<file path="src/rtl/pcie_apb_master.sv">
// -----------------------------------------------------------------------------
// pcie_apb_master
//
// Bridges single request/response transactions from the PCIe DMA side onto an
// APB master port. One transaction is outstanding at a time. The sequence is
// IDLE -> SETUP -> ACCESS (extended by PREADY wait states) -> RESP -> IDLE.
// Every output comes straight from a register.
//
// Optional feature (macro PCIE_APB_MASTER_TIMEOUT_EN):
//   When defined, an ACCESS phase that sees no PREADY for timeout_cycles
//   cycles is abandoned. It completes with o_resp_err=1 and o_resp_rdata=0.
//   When not defined, ACCESS waits for PREADY indefinitely.
//
// Parameters:
//   timeout_cycles  ACCESS cycles without PREADY before abort (timeout build)
//
// Ports:
//   i_clk          clock, rising edge
//   i_nrst         asynchronous active-low reset
//   i_req_valid    request valid            o_req_ready   request accepted (IDLE)
//   i_req_addr     byte address             i_req_write   1=write, 0=read
//   i_req_wdata    write data               i_req_wstrb   byte strobes (writes)
//   o_resp_valid   response valid           i_resp_ready  response consumed
//   o_resp_rdata   read data (0 for writes) o_resp_err    PSLVERR or timeout
//   o_apbo         APB request to slave     i_apbi        APB response from slave
//   o_busy         high in any state other than IDLE
// -----------------------------------------------------------------------------

package types_amba_pkg;

    typedef struct packed {
        logic [31:0] paddr;
        logic [2:0]  pprot;
        logic        pselx;
        logic        penable;
        logic        pwrite;
        logic [31:0] pwdata;
        logic [3:0]  pstrb;
    } apb_in_type;

    typedef struct packed {
        logic [31:0] prdata;
        logic        pready;
        logic        pslverr;
    } apb_out_type;

endpackage

module pcie_apb_master #(
    parameter int unsigned timeout_cycles = 1024
) (
    input  logic                       i_clk,
    input  logic                       i_nrst,
    input  logic                       i_req_valid,
    output logic                       o_req_ready,
    input  logic [31:0]                i_req_addr,
    input  logic                       i_req_write,
    input  logic [31:0]                i_req_wdata,
    input  logic [3:0]                 i_req_wstrb,
    output logic                       o_resp_valid,
    input  logic                       i_resp_ready,
    output logic [31:0]                o_resp_rdata,
    output logic                       o_resp_err,
    output types_amba_pkg::apb_in_type o_apbo,
    input  types_amba_pkg::apb_out_type i_apbi,
    output logic                       o_busy
);

    typedef enum logic [1:0] {
        IDLE   = 2'd0,
        SETUP  = 2'd1,
        ACCESS = 2'd2,
        RESP   = 2'd3
    } state_t;

    state_t      state, state_next;

    logic        req_ready, req_ready_next;
    logic        resp_valid, resp_valid_next;
    logic [31:0] resp_rdata, resp_rdata_next;
    logic        resp_err, resp_err_next;
    logic        busy, busy_next;

    logic        psel, psel_next;
    logic        penable, penable_next;
    logic [31:0] paddr, paddr_next;
    logic        pwrite, pwrite_next;
    logic [31:0] pwdata, pwdata_next;
    logic [3:0]  pstrb, pstrb_next;

`ifdef PCIE_APB_MASTER_TIMEOUT_EN
    localparam int unsigned     CNT_W    = (timeout_cycles > 1) ? $clog2(timeout_cycles) : 1;
    localparam logic [CNT_W-1:0] CNT_LAST = CNT_W'(timeout_cycles - 1);

    logic [CNT_W-1:0] cnt, cnt_next;
`else
    localparam int unsigned unused_timeout_cycles = timeout_cycles;
`endif

    // -------------------------------------------------------------------------
    // Next-state and next-register computation
    // -------------------------------------------------------------------------
    always_comb begin
        state_next      = state;
        paddr_next      = paddr;
        pwrite_next     = pwrite;
        pwdata_next     = pwdata;
        pstrb_next      = pstrb;
        resp_rdata_next = resp_rdata;
        resp_err_next   = resp_err;
`ifdef PCIE_APB_MASTER_TIMEOUT_EN
        cnt_next        = cnt;
`endif

        case (state)
            IDLE: begin
                // req_ready (the register) gates acceptance so nothing is taken
                // in the cycle right after reset release.
                if (i_req_valid && req_ready) begin
                    state_next  = SETUP;
                    paddr_next  = i_req_addr;
                    pwrite_next = i_req_write;
                    pwdata_next = i_req_wdata;
                    pstrb_next  = i_req_write ? i_req_wstrb : 4'h0;
`ifdef PCIE_APB_MASTER_TIMEOUT_EN
                    cnt_next    = '0;
`endif
                end
            end

            SETUP: begin
                state_next = ACCESS;
            end

            ACCESS: begin
                if (i_apbi.pready) begin
                    state_next      = RESP;
                    resp_rdata_next = pwrite ? 32'h0 : i_apbi.prdata;
                    resp_err_next   = i_apbi.pslverr;
                end
`ifdef PCIE_APB_MASTER_TIMEOUT_EN
                else if (cnt == CNT_LAST) begin
                    state_next      = RESP;
                    resp_rdata_next = '0;
                    resp_err_next   = 1'b1;
                end else begin
                    cnt_next = cnt + 1'b1;
                end
`endif
            end

            RESP: begin
                if (i_resp_ready) begin
                    state_next = IDLE;
                end
            end

            default: begin
                state_next = IDLE;
            end
        endcase

        // Outputs are registered versions of the decode of the next state.
        req_ready_next  = (state_next == IDLE);
        busy_next       = (state_next != IDLE);
        psel_next       = (state_next == SETUP) || (state_next == ACCESS);
        penable_next    = (state_next == ACCESS);
        resp_valid_next = (state_next == RESP);
    end

    // -------------------------------------------------------------------------
    // State and output registers
    // -------------------------------------------------------------------------
    always_ff @(posedge i_clk or negedge i_nrst) begin
        if (!i_nrst) begin
            state      <= IDLE;
            req_ready  <= 1'b0;
            resp_valid <= 1'b0;
            resp_rdata <= '0;
            resp_err   <= 1'b0;
            busy       <= 1'b0;
            psel       <= 1'b0;
            penable    <= 1'b0;
            paddr      <= '0;
            pwrite     <= 1'b0;
            pwdata     <= '0;
            pstrb      <= '0;
`ifdef PCIE_APB_MASTER_TIMEOUT_EN
            cnt        <= '0;
`endif
        end else begin
            state      <= state_next;
            req_ready  <= req_ready_next;
            resp_valid <= resp_valid_next;
            resp_rdata <= resp_rdata_next;
            resp_err   <= resp_err_next;
            busy       <= busy_next;
            psel       <= psel_next;
            penable    <= penable_next;
            paddr      <= paddr_next;
            pwrite     <= pwrite_next;
            pwdata     <= pwdata_next;
            pstrb      <= pstrb_next;
`ifdef PCIE_APB_MASTER_TIMEOUT_EN
            cnt        <= cnt_next;
`endif
        end
    end

    // -------------------------------------------------------------------------
    // Output mapping
    // -------------------------------------------------------------------------
    assign o_req_ready    = req_ready;
    assign o_resp_valid   = resp_valid;
    assign o_resp_rdata   = resp_rdata;
    assign o_resp_err     = resp_err;
    assign o_busy         = busy;

    assign o_apbo.paddr   = paddr;
    assign o_apbo.pprot   = 3'b000;
    assign o_apbo.pselx   = psel;
    assign o_apbo.penable = penable;
    assign o_apbo.pwrite  = pwrite;
    assign o_apbo.pwdata  = pwdata;
    assign o_apbo.pstrb   = pstrb;

endmodule

</file>
<file path="config.mk">
export PLATFORM = sky130hd
export DESIGN_NAME = pcie_apb_master
export DESIGN_NICKNAME = d
export VERILOG_FILES = /design/src/rtl/pcie_apb_master.sv
export SDC_FILE = /design/constraint.sdc
export NUM_CORES = 1
export LEC_CHECK = 0
export ABC_AREA = 0
export BUFFER_PORTS_ARGS = -buffer_cell sky130_fd_sc_hd__buf_4
export CAP_MARGIN = 20
export CORE_MARGIN = 1
export CORE_UTILIZATION = 46
export CTS_CLUSTER_SIZE = 16
export DETAILED_ROUTE_END_ITERATION = 7
export PLACE_DENSITY_LB_ADDON = 0.08
export SLEW_MARGIN = 20
export SYNTH_ARGS = -nofsm -noshare
export SYNTH_HDL_FRONTEND = slang
export SYNTH_SLANG_ARGS = --single-unit
</file>
<file path="constraint.sdc">
create_clock -name i_clk -period 1.61 [get_ports i_clk]
set_clock_uncertainty 0.1 [all_clocks]
set_input_delay 0.322 -clock i_clk [delete_from_list [all_inputs] [get_ports i_clk]]
set_output_delay 0.322 -clock i_clk [all_outputs]
set_load 0.05 [all_outputs]
</file>
Word level (Yosys, flattened, before mapping)

Cells that the tools add are included.

Register bits after elaboration: 109
Bits of input ports: 107
Output and inout port bits: 110
Word-level logic and storage cells: 31

Eq/ne operators: 6
Muxes and demuxes: 6
Reduce and logical (&&, ||, !) cells: 7

Operators by type and width:

| operator                                                        | number |
|---|---|
| 32-bit 2-to-1 mux                                               | 1 |
| 2-bit == test, second input constant                            | 4 |
| 2-bit one-hot mux with 4 select lines                           | 1 |
| 2-bit 2-to-1 mux                                                | 3 |
| 2-bit by 1-bit == test with 1-bit output, second input constant | 2 |
| 2-bit zero test                                                 | 2 |
| 4-bit 2-to-1 mux                                                | 1 |
| 2-bit AND reduction                                             | 2 |
| 2-bit nonzero test                                              | 1 |
| 1-bit logical AND                                               | 1 |
| 1-bit logical OR                                                | 1 |

Logic depth before layout (Yosys ltp)

Depth in word-level cells: 5
Gate-level depth with buffers: 5

Worst setup path before layout

Ideal clock, no wire load.

Path kind: flip-flop to flip-flop
Start point: register req_ready, in the netlist o_req_ready
End point: register paddr[0]
Setup time: 0.125 ns
Arrival: 1.425 ns
Required time: 1.385 ns
Path slack: -0.040 ns
Stages on the path, launching flop included: 5
Buffers on the path: 2
Period minus slack after synthesis: 1.650 ns
Cell sequence: dfrtp_1 > nand4bb_1 > buf_4 > buf_6 > mux2_4

Word-level cells in the longest chain between the ends: 2

RTL lines:

| what                                 | RTL line | source |
|---|---|---|
| from (decl)                          | 78       | `logic req_ready, req_ready_next;` |
| from (signal assigned)               | 193      | `req_ready <= req_ready_next;` |
| 1-bit logical AND                    | 119      | `if (i_req_valid && req_ready) begin` |
| 2-bit AND reduction (no source line) | -        |  |
| to (signal assigned)                 | 200      | `paddr <= paddr_next;` |
| to (decl)                            | 86       | `logic [31:0] paddr, paddr_next;` |

Every way passes these cells.
A chain may end at the register's enable or synchronous reset.

Worst setup path in the final report

Start point: register state[0]
End point: register pwdata[21]

Word-level cells in the longest chain between the ends: 2

RTL lines:

| what                                 | RTL line | source |
|---|---|---|
| from (decl)                          | 76       | `state_t state, state_next;` |
| from (signal assigned)               | 192      | `state <= state_next;` |
| 2-bit zero test                      | 115      | `case (state)` |
| 2-bit AND reduction (no source line) | -        |  |
| to (signal assigned)                 | 202      | `pwdata <= pwdata_next;` |
| to (decl)                            | 88       | `logic [31:0] pwdata, pwdata_next;` |

Every way passes these cells.

==> results.py <==
metrics = {
    "outcome": {
        "status": "completed",
    },
    "route": {
        "drt-initial-drc-count": 106,
        "ant_nets": 0,
        "drt-total-wl_um": 9940,
        "drtPass1Iterations": 4,
        "routed_via_density": 4.64,
        "num_vias": 3126,
        "routedWlPerCell_um": 14.8,
        "drc": 0,
    },
    "clock_network": {
        "cts_buffers": 9,
        "h-tree-depth": 3,
        "clk-insertion-delay-late_ns": 0.35,
        "clock_sinks": 109,
        "clk_pin_slew_ns": 0.10,
        "cts_root_buf": "clkbuf_8",
        "cts_buffer_depth": 2,
        "cts_tree": "built",
    },
    "floorplanning": {
        "die_h_um": 101,
        "die_area_sq_mm": 0.0101,
        "io_pins": 217,
        "core_sq_mm": 0.00933,
        "die_w_um": 101,
        "fp-row-count": 35,
        "start_util_pct": 47.9,
    },
    "layout": {
        "syn_to_final_growth_pct": 44.8,
        "nets": 647,
        "final_layout_size_suffix_gt1_share_pct": 56.8,
        "final_core_util_pct": 69.3,
        "diodes": 0,
        "filler_cell_count": 718,
    },
    "power": {
        "power.leakage_uw": 0.00344,
        "swShare_pct": 48.9,
        "seqPwrFrac_pct": 30.0,
        "powerDensity_mw_per_mm2": 2490,
        "internal_power_uw": 8210,
        "switching_power_uw": 7860,
        "p_clk_share_pct": 10.3,
        "vdd_drop_max_uv": 1350,
        "power_frac_comb_pct": 59.7,
    },
    "critical_path": {
        "max_stage_delay_ns": 0.43,
        "cp-end-kind": "flop",
        "critical_path_depth": 3,
        "crit_type": "reg -> reg",
        "critPathLaunchType": "flop",
        "cp_max_fo": 24,
        "path_cells": "nand4bb_4 -> buf_12 -> mux2_4",
        "ff2ff_path_depth": 3,
        "crit_arrival_ns": 1.66,
        "crit_family": "flip-flops",
        "critPathBufInv": 1,
        "slowest_stage": "dfrtp_1",
        "worstPathRequired_ns": 1.76,
    },
    "placement": {
        "gp_routability_congestion": 0.740,
        "place_hpwl_um": 7420,
        "io_buffers": 213,
    },
    "sta": {
        "rsz0062_at_grt": "false",
        "slew_violations": 0,
        "setup_viol": 0,
        "period_share_pct": 94.3,
        "finalSetupTns_ns": 0,
        "post-route-min-period_ns": 1.52,
        "hold_violations": 0,
        "max_freq_ghz": 0.658,
    },
    "global_routing": {
        "grt.total_usage_pct": 20.4,
        "grt.busiest_layer": "met2",
        "grt_overflow": 0,
        "grt_use_met2_pct": 35.2,
        "grt_pass1_vias": 3143,
        "grt_max_degree": 59,
        "met3_usage_pct": 6.03,
        "antenna_found_initial": 0,
        "grt_pass1_wl_um": 15900,
        "met1_usage_pct": 25.2,
    },
    "synth": {
        "ys_ff_latch": 109,
        "netlist_area_sq_mm": 0.00446,
        "ys_seq_area_share_pct": 61.1,
        "syn_area_per_cell_sq_um": 13.8,
        "syn_inst": 324,
        "ys_warn_count": 0,
        "ys_types": 20,
    },
    "hold_path": {
        "min_path_cells": 2,
        "min_path_type": "in -> reg",
    },
    "flow_run": {
        "cap_violations": 0,
    },
}
## placed cells by master (no fill, tap or decap), drive strengths merged
cell	n
nand2b	34
mux2	66
nor2	4
clkbuf	10
nand3b	1
nand2	40
clkinvlp	1
dfrtp	109
buf	225
clkinv	1
inv	5
nand4bb	1
o21ai	36
ha	1
bufinv	1
a21boi	1
or2	1
a21o	1
conb	3
and3	2
dlygate4sd3	1
## cell usage after synthesis (all sizes together)
cell | number | area, sq um
o21ai | 36 | 180
mux2 | 66 | 935
or2 | 1 | 6.26
nand3b | 1 | 7.51
buf | 18 | 145
nand2b | 34 | 213
a21o | 1 | 7.51
clkbuf | 6 | 22.5
a21boi | 1 | 7.51
inv | 2 | 7.51
nand4bb | 1 | 11.3
nor2 | 4 | 15.0
nand2 | 40 | 150
conb | 1 | 3.75
and3 | 2 | 12.5
ha | 1 | 12.5
dfrtp | 109 | 2730
## final timing paths
check / to / startpoint / slack [ns]
worst max register to register: pwdata[21] / state[0] / 0.09
worst max-delay path: pwdata[21] / state[0] / 0.09
worst min register to register: o_resp_rdata[22] / o_resp_rdata[22] / 0.39
min in group asynchronous: paddr[11] / i_nrst / 0.30
max in group asynchronous: o_req_ready / i_nrst / 0.51
worst min-delay path: pwdata[19] / i_req_wdata[19] / 0.09
## per-stage QoR
step / setup slack [ns] / cell area [sq um] / power, uW / hold slack (ns) / cells
after global placement: 0.133 / 6260 / 14400 / 0.119 / 656
final: 0.0910 / 6470 / 16100 / 0.0898 / 673
after floorplan: 0.0763 / 4470 / 11500 / -0.0736 / 326
after detailed placement: 0.0995 / 6260 / 14500 / 0.129 / 656
after global routing: 0.0177 / 6470 / 16900 / 0.0578 / 673
after CTS: 0.0830 / 6470 / 16200 / 0.0679 / 673
## area by class of cell
type	instances	area, sq um	area share (%)
timing repair buffer	226	1790	27.6
tap	129	161	2.50
inverter	2	7.51	0.116
clock buffer	10	128	1.97
sequential	109	2730	42.2
clock inverter	6	68.8	1.06
multi-input combinational	191	1590	24.5
## worst reg2reg max path, stage by stage (launching register included)
cell and delay [ns]:
dfrtp_1 0.43, nand4bb_4 0.32, buf_12 0.25, mux2_4 0.32
## state kept, by name, indices dropped and copies added, names as in the netlist
name          cells
psel              1
o_req_ready       1
pwrite            1
o_busy            1
pwdata           32
o_resp_rdata     32
paddr            32
state             2
o_resp_err        1
pstrb             4
o_resp_valid      1
penable           1
## what timing repair did
item                       4_1_cts  5_1_grt
resized for setup                0        1
hold endpoints to repair        17        0
hold buffers                     1        0
buffers inserted                 0        0
setup endpoints to repair        0        1
## kinds of logic after synthesis
kind of cell / count (synthesis) / share of synthesized area [%]
AOI/OAI and AO/OA: 38 / 4.37
adders and majority gates: 1 / 0.280
buffers and inverters: 26 / 3.92
DFF: 109 / 61.1
muxes: 66 / 20.9
other: 1 / 0.0840
and+or+nand+nor: 83 / 9.30
## per-layer routing
metal  vias up  part of all wire, %  wire length (um)
li1       1494                    -                 -
met1      1503                   42              4130
met2       121                   50              4990
met3         8                  7.4               739
met4         0                 0.74                74
met5         -                    0                 0
## power groups by stage
stage | Combinational [uW] | Clock, uW | Sequential, uW
detailed placement | 9670 | 0 | 4860
floorplan | 2310 | 0 | 9220
finish | 9600 | 1650 | 4820
global placement | 9550 | 0 | 4820
global route | 10100 | 1830 | 4990
CTS | 9670 | 1720 | 4820
No activity file was read; power rests on OpenSTA's default activity.
